--- src/rtl/addr_fifo_reader.sv ---
// addr_fifo_reader: pops address words from a FWFT FIFO and expands each one
// into a burst of consecutive vector addresses on a valid/ready port.
//   clk, reset (async, active-low)
//   active_program     : rising edge starts a program, low aborts it
//   freeze_addr_fifo   : blocks new FIFO pops (a burst in flight completes)
//   send_consec_addr   : expand each word into consec_count+1 addresses
//   consec_count       : extra addresses after the base word
//   addr_fifo_dout/empty, addr_fifo_rd : FIFO head, empty flag, pop strobe
//   vctr_addr/valid/ready              : address output handshake
//   addr_cycle_cnt     : saturating count of accepted addresses this program
//   addr_fifo_underrun : sticky, FIFO ran dry after the first address
//   busy               : not idle
module addr_fifo_reader #(
    parameter int ADDR_W      = 32,
    parameter int CONSEC_W    = 8,
    parameter int CYCLE_CNT_W = 16
) (
    input  logic                   clk,
    input  logic                   reset,
    input  logic                   active_program,
    input  logic                   freeze_addr_fifo,
    input  logic                   send_consec_addr,
    input  logic [CONSEC_W-1:0]    consec_count,
    input  logic [ADDR_W-1:0]      addr_fifo_dout,
    input  logic                   addr_fifo_empty,
    output logic                   addr_fifo_rd,
    output logic [ADDR_W-1:0]      vctr_addr,
    output logic                   vctr_addr_valid,
    input  logic                   vctr_addr_ready,
    output logic [CYCLE_CNT_W-1:0] addr_cycle_cnt,
    output logic                   addr_fifo_underrun,
    output logic                   busy
);
    typedef enum logic [1:0] {IDLE, FETCH, EMIT} state_t;
    state_t                 state, state_n;
    logic                   act_q;
    logic [CONSEC_W-1:0]    remaining, remaining_n;
    logic [ADDR_W-1:0]      addr_n;
    logic                   valid_n, rd_n, underrun_n;
    logic [CYCLE_CNT_W-1:0] cnt_n;
    assign busy = state != IDLE;
    always_ff @(posedge clk or negedge reset) begin
        if (!reset) begin
            state              <= IDLE;
            act_q              <= 1'b0;
            remaining          <= '0;
            vctr_addr          <= '0;
            vctr_addr_valid    <= 1'b0;
            addr_fifo_rd       <= 1'b0;
            addr_cycle_cnt     <= '0;
            addr_fifo_underrun <= 1'b0;
        end else begin
            state              <= state_n;
            act_q              <= active_program;
            remaining          <= remaining_n;
            vctr_addr          <= addr_n;
            vctr_addr_valid    <= valid_n;
            addr_fifo_rd       <= rd_n;
            addr_cycle_cnt     <= cnt_n;
            addr_fifo_underrun <= underrun_n;
        end
    end
    always_comb begin
        state_n     = state;
        remaining_n = remaining;
        addr_n      = vctr_addr;
        valid_n     = vctr_addr_valid;
        rd_n        = 1'b0;
        cnt_n       = addr_cycle_cnt;
        underrun_n  = addr_fifo_underrun;
        case (state)
            IDLE: begin
                if (active_program && !act_q) begin
                    cnt_n      = '0;
                    underrun_n = 1'b0;
                    state_n    = FETCH;
                end
            end
            FETCH: begin
                if (!active_program) begin
                    state_n = IDLE;
                end else if (!freeze_addr_fifo) begin
                    if (!addr_fifo_empty) begin
                        addr_n      = addr_fifo_dout;
                        valid_n     = 1'b1;
                        rd_n        = 1'b1;
                        remaining_n = send_consec_addr ? consec_count : '0;
                        state_n     = EMIT;
                    end else if (addr_cycle_cnt != '0) begin
                        // empty before the first address of a program is not an underrun
                        underrun_n = 1'b1;
                    end
                end
            end
            EMIT: begin
                if (vctr_addr_valid && vctr_addr_ready) begin
                    cnt_n = (&addr_cycle_cnt) ? addr_cycle_cnt : addr_cycle_cnt + 1'b1;
                    if (remaining == '0) begin
                        valid_n = 1'b0;
                        state_n = FETCH;
                    end else begin
                        addr_n      = vctr_addr + 1'b1;
                        remaining_n = remaining - 1'b1;
                    end
                end
                // abort wins over the burst but a same-cycle handshake still counts
                if (!active_program) begin
                    valid_n = 1'b0;
                    state_n = IDLE;
                end
            end
            default: state_n = IDLE;
        endcase
    end
endmodule

--- config.mk ---
export PLATFORM = sky130hd
export DESIGN_NAME = addr_fifo_reader
export DESIGN_NICKNAME = d
export VERILOG_FILES = /design/src/rtl/addr_fifo_reader.sv
export SDC_FILE = /design/constraint.sdc
export NUM_CORES = 1
export LEC_CHECK = 0
export CAP_MARGIN = 20
export CORE_MARGIN = 2
export CORE_UTILIZATION = 45
export DETAILED_ROUTE_END_ITERATION = 6
export PLACE_DENSITY = 0.75
export SLEW_MARGIN = 20
export SYNTH_ARGS = -nofsm -noshare
export SYNTH_HDL_FRONTEND = slang
export SYNTH_SLANG_ARGS = --single-unit
--- constraint.sdc ---
create_clock -name clk -period 3.8 [get_ports clk]
set_input_delay 0.76 -clock clk [delete_from_list [all_inputs] [get_ports clk]]
set_output_delay 0.76 -clock clk [all_outputs]
set_load 0.01 [all_outputs]
==> impl_summary.log <==
INFO  metric placed_cell_area = between 4000 and 5000 um^2
INFO  metric cp_data_arrival_time = between 2 and 3 ns
INFO  metric antenna-diode-count = 0
INFO  metric synthDistinctLibCells = 59
INFO  metric finalNetCount = approximately 590
INFO  metric route.top_layer_used = met4
INFO  metric period_minus_slack = 2.666 ns
INFO  metric crit_type = in -> reg
INFO  metric yosysSeqAreaShare = 40.92%
INFO  metric vdd.ir_drop.worst = ~0.00031 V
INFO  metric gp_congestion = 1.011
INFO  metric detailedRoute.firstIterationViolations = ~200
INFO  metric p_comb_share = between 30% and 40%
INFO  metric fin_crit_sh = ~70%
INFO  metric layout-drive-gt1-share = under 10%
INFO  metric finClkSkew = a little under 0.009 ns
INFO  metric rsz0062_at_grt = no
INFO  metric power-per-cell-area = 530.4 nW/um^2
INFO  metric timing.critical_path.buf_inv = 2
INFO  metric core.rowCount = 33
INFO  metric crit_path_cell_trace = clkdlybuf4s50_1, and2b_2, nand3_1, nand2_1, buf_4, o21ai_0, a211oi_1
INFO  metric synth.ff_latch_count = 62
INFO  metric hold_class = in -> async
INFO  metric vias = just under 4,000
INFO  metric regToRegStartpoint = remaining[4]
INFO  metric drt-wirelength-per-cell = ~17 um
INFO  metric die_x = around 96 um
INFO  metric p_sw = ~950 uW
INFO  metric status = finished, final reports clean
INFO  metric ys_warn_count = 0
INFO  metric layout.cell_area.non_filler = 5055 um^2
INFO  metric worst_setup_hold_path_clk_slew = ~0.08 ns
INFO  metric tritoncts.num_buffers = 9
INFO  metric max-clock-path-buffers = 2
INFO  metric worst_skew_pair.late_latency = about 0.35 ns
INFO  metric setup_viol_count_final = 0
INFO  metric fp.dieArea = 9175 um^2
INFO  metric number_of_global_route_vias_before_repair = about 3,700
INFO  metric antenna_violations_before_repair = 0
INFO  metric mappedNetlistNets = 509
INFO  metric design.core.area = 8175 um^2
INFO  metric start_util = ~46%
INFO  metric post-dp-hpwl = 7716 um
INFO  metric post_synth_most_frequent_cells = sky130_fd_sc_hd__dfrtp_1, sky130_fd_sc_hd__nand2_1, sky130_fd_sc_hd__a21oi_1, sky130_fd_sc_hd__nor2_1, sky130_fd_sc_hd__o21ai_0
INFO  metric clock_tree.htree_level_count = 3
INFO  metric crit_required = approximately 4.1 ns
INFO  metric synth_area_per_cell = about 8.3 um^2
INFO  metric drc = 0
INFO  metric timing.max_cap.violations = 0
INFO  metric final_report_hold_violation_count = 0
INFO  metric combined_area_of_the_multi_input_logic_cells = around 2100 um^2
INFO  metric avgViaCountPerCell = just over 6
INFO  metric cp_slowest_stage_delay = between 0.6 and 0.7 ns
INFO  metric wire_length_of_the_first_global_routing_pass = 17,860 um
INFO  metric worst_setup_path_startpoint = active_program
INFO  metric internal_power = 1.736 mW
INFO  metric p_leak = 1.984 nW
INFO  metric layout_area_overhead = 33.33%
INFO  metric cp.depth = 7
INFO  metric path_delay_family = simple AND/OR/NAND/NOR gates
INFO  metric synth_largest_area_cell = sky130_fd_sc_hd__dfrtp_1
INFO  metric final_max_slew_viol_count = 0
INFO  metric global_route.overflow_total = 0
INFO  metric placedCellCount = approximately 640
INFO  metric wirelength = between 10,000 and 15,000 um
INFO  metric reg2reg_setup_slack = around 1.3 ns
INFO  metric critical-path-slowest-cell = sky130_fd_sc_hd__nand2_1
INFO  metric ff_latch_area = 1551 um^2
INFO  metric share_seq_of_total_power = 41.0%
INFO  metric post-layout-total-power = roughly 2.7 mW
INFO  metric met3_length = ~840 um
INFO  metric io_pins = 99
INFO  metric met2_wirelength = about 5300 um
INFO  metric cts_tree = built
INFO  metric yosys-top-cells-area = sky130_fd_sc_hd__dfrtp_1, sky130_fd_sc_hd__a21oi_1, sky130_fd_sc_hd__nand2_1
INFO  metric worstReg2RegEnd = vctr_addr[27]
INFO  metric timing.critical_path.fanout_max = 20
INFO  metric tns = 0 ns
INFO  metric mapped_cells = roughly 460
INFO  metric cts_setup_buffers = 0
INFO  metric numPortBuffers = 98
INFO  metric share_clk_of_total_power = roughly a quarter
INFO  metric synth_most_common_cell = sky130_fd_sc_hd__dfrtp_1
INFO  metric sinks_on_clock_net = just over 60
INFO  metric met1_length = between 4000 and 5000 um
INFO  metric grt_max_degree = 53
INFO  metric global_route.usage.total = 24.96%
INFO  metric rr_worst_depth = 6
INFO  metric synth.top_cell.area_share = 40.92%
INFO  metric achievable-frequency = 0.3751 GHz
INFO  metric relSlewSlack = between 30% and 40%
INFO  metric endpoint = vctr_addr[28]
INFO  metric netSwitchingFraction = 35.27%
INFO  metric fillCellCount = 712
INFO  metric critical_path.startpoint_type = input pin
INFO  metric least_margin_pin_slew = between 0.9 and 1 ns
INFO  metric post_cts.resized_instances = 0
INFO  metric synth-edff-count = 0
INFO  metric dieHeight = ~96 um
INFO  metric asyncSetResetFlopFracSynth = 100.0%
INFO  metric drt-pass1-iter-count = 4
INFO  metric synthesis.area = between 3000 and 4000 um^2
INFO  metric drt.antenna.violating_nets = 0
INFO  metric cts_root_buffer = sky130_fd_sc_hd__clkbuf_8
INFO  metric postCtsHoldBufs = 0
INFO  metric final_cell_count_no_fill = 652
INFO  metric whs = a little under 0.5 ns
INFO  metric ys.flop_type = sky130_fd_sc_hd__dfrtp_1
INFO  metric timing.critical_path.to_type = flop
## sequential cells by signal (all words and copies together) (netlist names)
signal,cells
vctr_addr,32
addr_cycle_cnt,16
remaining,8
state,2
act_q,1
addr_fifo_rd,1
addr_fifo_underrun,1
vctr_addr_valid,1
## area by class of cell
| type | count | area share (%) |
|---|---|---|
| Clock buffer | 10 | 2.723 |
| Clock inverter | 6 | 1.683 |
| Inverter | 12 | 0.8911 |
| Multi-Input combinational cell | 352 | 40.82 |
| Sequential cell | 62 | 30.69 |
| Tap cell | 105 | 2.599 |
| Timing Repair Buffer | 105 | 20.59 |
## power by group through the flow
stage          Clock (mW)  Combinational, mW  Sequential, mW
3_3_place_gp            0              0.900            1.10
4_1_cts             0.672              0.923            1.09
5_1_grt             0.703               1.01            1.13
6_report            0.661              0.920            1.10
3_5_place_dp            0              0.917            1.10
2_1_floorplan           0              0.397            1.11
## cells in the final DEF (no fill, tap or decap), types with 3 or more instances in the layout
cell type / n
sky130_fd_sc_hd__clkdlybuf4s50_1: 97
sky130_fd_sc_hd__dfrtp_1: 62
sky130_fd_sc_hd__nand2_1: 51
sky130_fd_sc_hd__a21oi_1: 39
sky130_fd_sc_hd__nor2_1: 37
sky130_fd_sc_hd__o21ai_0: 35
sky130_fd_sc_hd__nand3_1: 27
sky130_fd_sc_hd__inv_1: 12
sky130_fd_sc_hd__a31oi_1: 12
sky130_fd_sc_hd__and3_1: 11
sky130_fd_sc_hd__o22ai_1: 11
sky130_fd_sc_hd__nor3_1: 11
sky130_fd_sc_hd__clkbuf_8: 10
sky130_fd_sc_hd__nand4_1: 9
sky130_fd_sc_hd__and4_1: 7
sky130_fd_sc_hd__o22a_1: 7
sky130_fd_sc_hd__or3_1: 7
sky130_fd_sc_hd__and2_1: 6
sky130_fd_sc_hd__a2bb2oi_1: 6
sky130_fd_sc_hd__nor4_1: 6
sky130_fd_sc_hd__a311oi_1: 6
sky130_fd_sc_hd__buf_4: 6
sky130_fd_sc_hd__a211oi_1: 5
sky130_fd_sc_hd__or4_1: 5
sky130_fd_sc_hd__o211ai_1: 5
sky130_fd_sc_hd__ha_1: 5
sky130_fd_sc_hd__a22oi_1: 4
sky130_fd_sc_hd__a31o_2: 3
## metrics by stage
stage          utilization [%]  setup slack (ns)
2_1_floorplan                -             1.506
3_3_place_gp             58.86            0.8078
3_5_place_dp             58.86            0.7534
4_1_cts                  61.59             1.109
5_1_grt                  61.83            0.9097
6_report                 61.83             1.134
## logic make-up (layout without fill, tap and decap cells)
family	count (synthesis)	count (layout)	synth area share [%]
and+or+nand+nor	193	193	26.44
buffers and inverters	43	133	4.851
xor gates and xnor gates	3	3	0.6932
muxes	1	1	0.2640
AOI/OAI and AO/OA	150	150	25.18
DFF	62	62	40.92
adders and majority gates	5	5	1.650
## metal layers
layer / GRT usage, % / up-vias
met3: 5.560 / 21
met5: 0 / -
met1: 33.67 / 1864
met2: 40.03 / 162
met4: 7.976 / 0
li1: - / 1887
## worst min-delay path by stage
stage,start,to
3_5_place_dp,addr_fifo_underrun,addr_fifo_underrun
4_1_cts,reset,addr_fifo_underrun
3_3_place_gp,addr_fifo_underrun,addr_fifo_underrun
5_1_grt,reset,remaining[3]
2_1_floorplan,reset,act_q
6_report,reset,addr_fifo_underrun
No activity file was read; power rests on OpenSTA's default activity.
